<file path="src/rtl/msi001_spi_arbiter_pkg.sv">
// Shared definitions for the MSI001 SPI configuration path: FSM state encoding,
// tuner word width and requester indices.
package sdr_spi_pkg;

  typedef enum logic [2:0] {
    IDLE  = 3'd0,
    SETUP = 3'd1,
    SHIFT = 3'd2,
    HOLD  = 3'd3,
    GAP   = 3'd4
  } spi_state_t;

  localparam int   MSI001_WORD_W = 24;
  localparam logic REQ_CPU       = 1'b0;
  localparam logic REQ_SCAN      = 1'b1;

endpackage

</file>
<file path="src/rtl/msi001_spi_arbiter_if.sv">
// Requester handshake and status bundle between the two SPI requesters
// (CPU register path, scan sequencer) and the arbiter.
interface msi001_spi_arbiter_if
  import sdr_spi_pkg::*;
#(
  parameter int DATA_W = MSI001_WORD_W
);
  logic              req0_valid;
  logic [DATA_W-1:0] req0_data;
  logic              req0_ready;
  logic              req1_valid;
  logic [DATA_W-1:0] req1_data;
  logic              req1_ready;
  logic              busy;
  logic              done;
  logic              done_id;

  modport master (
    output req0_valid, req0_data, req1_valid, req1_data,
    input  req0_ready, req1_ready, busy, done, done_id
  );

  modport slave (
    input  req0_valid, req0_data, req1_valid, req1_data,
    output req0_ready, req1_ready, busy, done, done_id
  );
endinterface

</file>
<file path="src/rtl/msi001_spi_arbiter_spi_tx_shifter.sv">
// SPI serialiser: half-period divider, bit counter, shift register and the
// registered SPI_CLK / SDO pins. Segment-end strobes pace the top-level FSM.
module spi_tx_shifter
  import sdr_spi_pkg::*;
#(
  parameter int DATA_W  = MSI001_WORD_W,
  parameter int CLK_DIV = 4
) (
  input  logic              clk,
  input  logic              rst_n,
  input  logic              start,
  input  logic [DATA_W-1:0] data,
  input  spi_state_t        state,
  output logic              setup_end,
  output logic              shift_end,
  output logic              frame_end,
  output logic              spi_clk,
  output logic              spi_sdo
);
  localparam int BIT_W = $clog2(DATA_W);

  logic [7:0]        div_cnt_r;
  logic [BIT_W-1:0]  bit_cnt_r;
  logic [DATA_W-1:0] shreg_r;
  logic              spi_clk_r;
  logic              spi_sdo_r;
  logic              div_end_s;
  logic              fall_s;
  logic              active_s;

  assign active_s  = (state == SETUP) || (state == SHIFT) || (state == HOLD);
  assign div_end_s = (div_cnt_r == 8'(CLK_DIV - 1));
  // spi_clk_r doubles as the high-phase flag, so a divider wrap while high is a falling edge
  assign fall_s    = (state == SHIFT) && div_end_s && spi_clk_r;
  assign setup_end = (state == SETUP) && div_end_s;
  assign shift_end = fall_s && (bit_cnt_r == {BIT_W{1'b0}});
  assign frame_end = (state == HOLD) && div_end_s;
  assign spi_clk   = spi_clk_r;
  assign spi_sdo   = spi_sdo_r;

  // Divider, serial clock and data shifting
  always_ff @(posedge clk or negedge rst_n) begin
    if (!rst_n) begin
      div_cnt_r <= 8'd0;
      bit_cnt_r <= {BIT_W{1'b0}};
      shreg_r   <= {DATA_W{1'b0}};
      spi_clk_r <= 1'b0;
      spi_sdo_r <= 1'b0;
    end else if (start) begin
      div_cnt_r <= 8'd0;
      bit_cnt_r <= BIT_W'(DATA_W - 1);
      shreg_r   <= data;
      spi_clk_r <= 1'b0;
      spi_sdo_r <= data[DATA_W-1];
    end else begin
      if (active_s && !div_end_s) begin
        div_cnt_r <= div_cnt_r + 8'd1;
      end else begin
        div_cnt_r <= 8'd0;
      end

      if ((state == SHIFT) && div_end_s) begin
        spi_clk_r <= ~spi_clk_r;
      end else if (state == SHIFT) begin
        spi_clk_r <= spi_clk_r;
      end else begin
        spi_clk_r <= 1'b0;
      end

      if (fall_s) begin
        shreg_r   <= {shreg_r[DATA_W-2:0], 1'b0};
        spi_sdo_r <= shreg_r[DATA_W-2];
        if (bit_cnt_r != {BIT_W{1'b0}}) begin
          bit_cnt_r <= bit_cnt_r - BIT_W'(1);
        end else begin
          bit_cnt_r <= bit_cnt_r;
        end
      end else if (frame_end || !active_s) begin
        spi_sdo_r <= 1'b0;
      end else begin
        spi_sdo_r <= spi_sdo_r;
      end
    end
  end
endmodule

</file>
<file path="src/rtl/msi001_spi_arbiter.sv">
// Two-requester SPI arbiter for the MSI001 tuner: arbitration, frame FSM and CS/GAP timing.
// Define SPI_ARB_FIXED_PRIO_EN for fixed priority (requester 0 wins); default is round-robin.
module msi001_spi_arbiter
  import sdr_spi_pkg::*;
#(
  parameter int DATA_W  = MSI001_WORD_W,
  parameter int CLK_DIV = 4,
  parameter int GAP_CYC = 8
) (
  input  logic                clk,
  input  logic                RSTn,
  msi001_spi_arbiter_if.slave bus,
  output logic                SPI_CLK,
  output logic                SPI_CS_0,
  output logic                SPI_SDO_0
);
  spi_state_t        state_r;
  spi_state_t        next_s;
  logic [7:0]        gap_cnt_r;
  logic              cs_r;
  logic              busy_r;
  logic              done_r;
  logic              done_id_r;
  logic              cur_id_r;
  logic              gnt0_s;
  logic              gnt1_s;
  logic              accept_s;
  logic [DATA_W-1:0] data_s;
  logic              setup_end_s;
  logic              shift_end_s;
  logic              frame_end_s;
`ifndef SPI_ARB_FIXED_PRIO_EN
  logic              last_grant_r;
`endif

  // Grant selection, only while idle
  always_comb begin
    gnt0_s = 1'b0;
    gnt1_s = 1'b0;
    if (state_r == IDLE) begin
`ifdef SPI_ARB_FIXED_PRIO_EN
      gnt0_s = bus.req0_valid;
      gnt1_s = bus.req1_valid & ~bus.req0_valid;
`else
      gnt1_s = bus.req1_valid & (~bus.req0_valid | (last_grant_r == REQ_CPU));
      gnt0_s = bus.req0_valid & ~gnt1_s;
`endif
    end else begin
      gnt0_s = 1'b0;
      gnt1_s = 1'b0;
    end
  end

  assign accept_s       = gnt0_s | gnt1_s;
  assign data_s         = gnt1_s ? bus.req1_data : bus.req0_data;
  assign bus.req0_ready = gnt0_s;
  assign bus.req1_ready = gnt1_s;
  assign bus.busy       = busy_r;
  assign bus.done       = done_r;
  assign bus.done_id    = done_id_r;
  assign SPI_CS_0       = cs_r;

  // Frame sequencing
  always_comb begin
    next_s = state_r;
    case (state_r)
      IDLE:    next_s = accept_s ? SETUP : IDLE;
      SETUP:   next_s = setup_end_s ? SHIFT : SETUP;
      SHIFT:   next_s = shift_end_s ? HOLD : SHIFT;
      HOLD:    next_s = frame_end_s ? GAP : HOLD;
      GAP:     next_s = (gap_cnt_r == 8'(GAP_CYC - 1)) ? IDLE : GAP;
      default: next_s = IDLE;
    endcase
  end

  // State register and registered status outputs, derived from the next state
  always_ff @(posedge clk or negedge RSTn) begin
    if (!RSTn) begin
      state_r   <= IDLE;
      gap_cnt_r <= 8'd0;
      cs_r      <= 1'b1;
      busy_r    <= 1'b0;
      done_r    <= 1'b0;
      done_id_r <= REQ_CPU;
      cur_id_r  <= REQ_CPU;
    end else begin
      state_r   <= next_s;
      gap_cnt_r <= (state_r == GAP) ? gap_cnt_r + 8'd1 : 8'd0;
      cs_r      <= !((next_s == SETUP) || (next_s == SHIFT) || (next_s == HOLD));
      busy_r    <= (next_s != IDLE);
      done_r    <= frame_end_s;
      done_id_r <= frame_end_s ? cur_id_r : done_id_r;
      cur_id_r  <= accept_s ? (gnt1_s ? REQ_SCAN : REQ_CPU) : cur_id_r;
    end
  end

`ifndef SPI_ARB_FIXED_PRIO_EN
  // Round-robin history; resets to the scan requester so the CPU wins the first tie
  always_ff @(posedge clk or negedge RSTn) begin
    if (!RSTn) begin
      last_grant_r <= REQ_SCAN;
    end else if (accept_s) begin
      last_grant_r <= gnt1_s ? REQ_SCAN : REQ_CPU;
    end else begin
      last_grant_r <= last_grant_r;
    end
  end
`endif

  spi_tx_shifter #(
    .DATA_W  (DATA_W),
    .CLK_DIV (CLK_DIV)
  ) u_shifter (
    .clk       (clk),
    .rst_n     (RSTn),
    .start     (accept_s),
    .data      (data_s),
    .state     (state_r),
    .setup_end (setup_end_s),
    .shift_end (shift_end_s),
    .frame_end (frame_end_s),
    .spi_clk   (SPI_CLK),
    .spi_sdo   (SPI_SDO_0)
  );
endmodule

</file>
<file path="src/flat_wrapper.sv">
// flat-port wrapper written by rule: the top's interface ports become plain ports
module msi001_spi_arbiter_flat import sdr_spi_pkg::*;
#(
  parameter int DATA_W  = MSI001_WORD_W,
  parameter int CLK_DIV = 4,
  parameter int GAP_CYC = 8
)
  (clk, RSTn, SPI_CLK, SPI_CS_0, SPI_SDO_0, bus_req0_valid, bus_req0_data, bus_req1_valid, bus_req1_data, bus_req0_ready, bus_req1_ready, bus_busy, bus_done, bus_done_id);
  msi001_spi_arbiter_if #(.DATA_W(DATA_W)) bus_i ();
  input  logic clk;
  input  logic RSTn;
  output logic SPI_CLK;
  output logic SPI_CS_0;
  output logic SPI_SDO_0;
  input wire logic [$bits(bus_i.req0_valid)-1:0] bus_req0_valid;
  input wire logic [$bits(bus_i.req0_data)-1:0] bus_req0_data;
  input wire logic [$bits(bus_i.req1_valid)-1:0] bus_req1_valid;
  input wire logic [$bits(bus_i.req1_data)-1:0] bus_req1_data;
  output wire logic [$bits(bus_i.req0_ready)-1:0] bus_req0_ready;
  output wire logic [$bits(bus_i.req1_ready)-1:0] bus_req1_ready;
  output wire logic [$bits(bus_i.busy)-1:0] bus_busy;
  output wire logic [$bits(bus_i.done)-1:0] bus_done;
  output wire logic [$bits(bus_i.done_id)-1:0] bus_done_id;
  assign bus_i.req0_valid = bus_req0_valid;
  assign bus_i.req0_data = bus_req0_data;
  assign bus_i.req1_valid = bus_req1_valid;
  assign bus_i.req1_data = bus_req1_data;
  assign bus_req0_ready = bus_i.req0_ready;
  assign bus_req1_ready = bus_i.req1_ready;
  assign bus_busy = bus_i.busy;
  assign bus_done = bus_i.done;
  assign bus_done_id = bus_i.done_id;
  msi001_spi_arbiter #(.DATA_W(DATA_W), .CLK_DIV(CLK_DIV), .GAP_CYC(GAP_CYC)) u_core (.clk(clk), .RSTn(RSTn), .bus(bus_i), .SPI_CLK(SPI_CLK), .SPI_CS_0(SPI_CS_0), .SPI_SDO_0(SPI_SDO_0));
endmodule
</file>
<file path="config.mk">
export PLATFORM = sky130hd
export DESIGN_NAME = msi001_spi_arbiter_flat
export DESIGN_NICKNAME = d
export VERILOG_FILES = /design/src/rtl/msi001_spi_arbiter_pkg.sv /design/src/rtl/msi001_spi_arbiter_if.sv /design/src/rtl/msi001_spi_arbiter_spi_tx_shifter.sv /design/src/rtl/msi001_spi_arbiter.sv /design/src/flat_wrapper.sv
export SDC_FILE = /design/constraint.sdc
export NUM_CORES = 1
export LEC_CHECK = 0
export ABC_AREA = 1
export CORE_MARGIN = 2
export CORE_UTILIZATION = 55
export DETAILED_ROUTE_END_ITERATION = 12
export GPL_TIMING_DRIVEN = 0
export PLACE_DENSITY = 0.82
export SLEW_MARGIN = 5
export SYNTH_ARGS = -nofsm -noshare
export SYNTH_HDL_FRONTEND = slang
export SYNTH_SLANG_ARGS = --single-unit
export TNS_END_PERCENT = 30
</file>
<file path="constraint.sdc">
create_clock -name clk -period 4.2 [get_ports clk]
set_input_delay 0.42 -clock clk [delete_from_list [all_inputs] [get_ports clk]]
set_output_delay 0.42 -clock clk [all_outputs]
set_load 0.02 [all_outputs]
</file>
==> reports/metrics.csv <==
stage,metric,value,unit
detailed_routing,via count,2780,
power_and_ir_drop,PD cells,253,nW/um2
sta,TNS Setup,0,ps
synthesis,Mapped Nets,451,
sta,fin crit period,2760,ps
sta,fmax,0.362,GHz
detailed_routing,drt wl/cell,13.1,um
detailed_routing,drt first-iter violations,179,
synthesis,dominant cells by area after synthesis,"dfrtp_1, nand3_1, nand2_1, inv_1, nor2_1",
clock_tree,CTS Buffer Depth,2,
synthesis,Post-synth EDFFs,0,
sta,pin slew with the least headroom to its limit,404,ps
synthesis,Synth top area share,44.2,%
grt,largest net degree at the start of global routing,40,
sta,Max Slew Vio Count,0,
setup_path,Critical Path AT,2340,ps
clock_tree,total CTS buffers,5,
sta,endpoints failing setup,0,
grt,met2 Use GR,39.6,%
synthesis,Yosys cell types,26,
setup_path,Crit-path slowest cell,clkdlybuf4s50_1,
synthesis,register area share after synthesis,46.0,%
detailed_routing,DRC,0,
synthesis,share of synthesized registers carrying an async set or reset,100,%
layout,area delta synth->final,26.9,%
floorplanning,Initial Util,58.0,%
floorplanning,Die Footprint,6060,um2
sta,Clock Skews,8.60,ps
synthesis,"area leader, netlist",dfrtp_1,
synthesis,Synth Cell Area,3000,um2
clock_tree,Root Driver,clkbuf_8,
clock_tree,worst-skew pair later-pin latency,310,ps
synthesis,synthesis-stage register bit count,55,
layout,layout cells sized above 1,6.70,%
job,Max-Cap Viols,0,
synthesis,Post-synth top cells,"nand2_1, nand3_1, inv_1",
floorplanning,IO Count,60,
clock_tree,CTS tree,yes,
synthesis,cells after synthesis,395,
setup_path,CP bufs+invs,4,
setup_path,CP top delay family,buffers and inverters,
power_and_ir_drop,cell leakage power,1.83,nW
setup_path,max incr delay on CP,610,ps
layout,final net count,518,
sta,Rel. slew slack,73.1,%
clock_tree,post-cts resize count,0,
grt,vias in the first global route,2525,
detailed_routing,DRT antenna net count,0,
synthesis,most common cell in the netlist,nand2_1,
sta,period utilization,65.8,%
floorplanning,Die Width,77.8,um
grt,M1 GR Usage,33.6,%
setup_path,crit end category,output port,
grt,GRT Overall Usage,24.4,%
grt,initial antenna violation count,0,
setup_path,cell-by-cell trace of the critical path,clkdlybuf4s50_1 -> nand2_1 -> nand2_1 -> nor2_1 -> buf_2 -> buf_6 -> clkdlybuf4s50_1,
setup_path,WP depth,7,
setup_path,Crit Path Max Fanout,10,
synthesis,Mapped Avg Cell Area,7.59,um2
synthesis,Post-synth top flop,dfrtp_1,
floorplanning,Core Region,5170,um2
clock_tree,register clock-pin slew on the reported worst setup and hold paths,100,ps
synthesis,Yosys warning count,0,
setup_path,Setup Crit Path Kind,in2out,
clock_tree,post-CTS setup buffer count,0,
setup_path,CP startpoint kind,primary input,
grt,most used routing layer,met2,
grt,gr ovfl total,0,
sta,count of final hold-check violations,0,
detailed_routing,routed vias/inst,5.22,
setup_path,Critical Path RT,3780,ps
placement,RD Place Congestion,0.777,
detailed_routing,first drt pass iteration count,4,
outcome,status,finished clean,
floorplanning,Rows,26,
clock_tree,Sink Count,55,
clock_tree,H-tree Lvls,2,
min_path,Hold WC Path Type,in2async,
placement,IO buf count,59,
sta,unrepaired setup endpoints after global routing,false,
clock_tree,hold_buf cts,0,
grt,grt met3 use,5.35,%
floorplanning,Die Y,77.8,um
detailed_routing,Routed WL,6.99,mm
grt,global-route wire length before repair,11.7,mm
setup_path,worst r2r path cells,9,
power_and_ir_drop,Pwr Total,0.000961,W
power_and_ir_drop,peak supply drop,149,uV
placement,HPWL after detailed placement,5.28,mm
layout,Antenna Cells,0,
[layout by cell type (no fill, tap or decap), drive strengths merged, types with 2 or more instances in the layout]
cell type      synthesis  final
nand2                 90     90
nand3                 74     74
inv                   60     60
clkdlybuf4s50          0     58
dfrtp                 53     53
nor2                  39     39
o211ai                19     19
buf                   14     16
o21ai                 12     12
a21oi                  7      7
nor3                   6      6
clkbuf                 1      6
xor2                   5      5
ha                     4      4
nand3b                 3      3
nand4                  2      2
dfstp                  2      2
clkinv                 0      2
[power by group]
part | total (W) | internal, W | switching [W] | leakage (nW)
clock | 0.000354 | 0.000178 | 0.000176 | 0.0581
sequential | 0.000535 | 0.000533 | 0.00000191 | 0.649
combinational | 0.0000732 | 0.0000482 | 0.0000250 | 1.13
[path summary, 6_finish.rpt]
path / end / slack (ps) / startpoint
hold reg to reg: u_core.gap_cnt_r[0]$_DFF_PN0_ / 470 / u_core.gap_cnt_r[0]$_DFF_PN0_
setup reg to reg: u_core.u_shifter.spi_sdo$_DFFE_PN0P_ / 2510 / u_core.state_r[1]$_DFF_PN0_
min in group clk: u_core.gap_cnt_r[0]$_DFF_PN0_ / 470 / u_core.gap_cnt_r[0]$_DFF_PN0_
max in group asynchronous: u_core.last_grant_r$_DFFE_PN1N_ / 3580 / RSTn
setup / recovery: bus_req1_ready / 1440 / bus_req0_valid
hold / removal: u_core.u_shifter.shreg_r[9]$_DFFE_PN0P_ / 20 / RSTn
[registers in the layout (all words and copies together) (netlist names)]
name / count
u_core.u_shifter.div_cnt_r: 8
u_core.u_shifter.bit_cnt_r: 5
u_core.SPI_CS_0: 1
u_core.last_grant_r: 1
u_core.bus.done: 1
u_core.state_r: 3
u_core.u_shifter.spi_clk: 1
u_core.u_shifter.shreg_r: 23
u_core.gap_cnt_r: 8
u_core.bus.busy: 1
u_core.bus.done_id: 1
u_core.u_shifter.spi_sdo: 1
u_core.cur_id_r: 1
[cell families (layout without fill, tap and decap cells)]
group,after synthesis,count (layout),share of synthesized area (%)
simple gates,216,216,31.5
buf+inv,75,143,10.6
flops,55,55,46.0
compound gates,39,39,8.56
xor+xnor,6,6,1.75
fa+ha+maj,4,4,1.67
[routing by layer]
layer	part of all wire [%]	wire length, um
met2	48	3390
met4	1.1	76
met5	0	0
met3	4.7	330
met1	46	3200
[stage by stage]
stage | hold WS (ps) | worst slack [ps] | utilization (%) | instance area [um2] | instances
global route | 42.1 | 1310 | 73.5 | 3800 | 533
global placement | 444 | 1060 | 71.1 | 3680 | 524
CTS | 29.6 | 1440 | 73.5 | 3800 | 533
detailed placement | 369 | 1440 | 71.4 | 3690 | 525
finish | 21.9 | 1440 | 73.5 | 3800 | 533
floorplan | 124 | 2550 | - | 3000 | 395
[final cells by class]
type,instances,area (um2)
flip-flops and latches,55,1380
well taps,70,87.6
multi-input cells,265,1300
fillers,412,1370
clock inverters,3,43.8
plain buffers,15,91.3
repair buffers,60,606
inverters,60,225
clock buffers,5,68.8
Power figures use the tool's default switching activity.
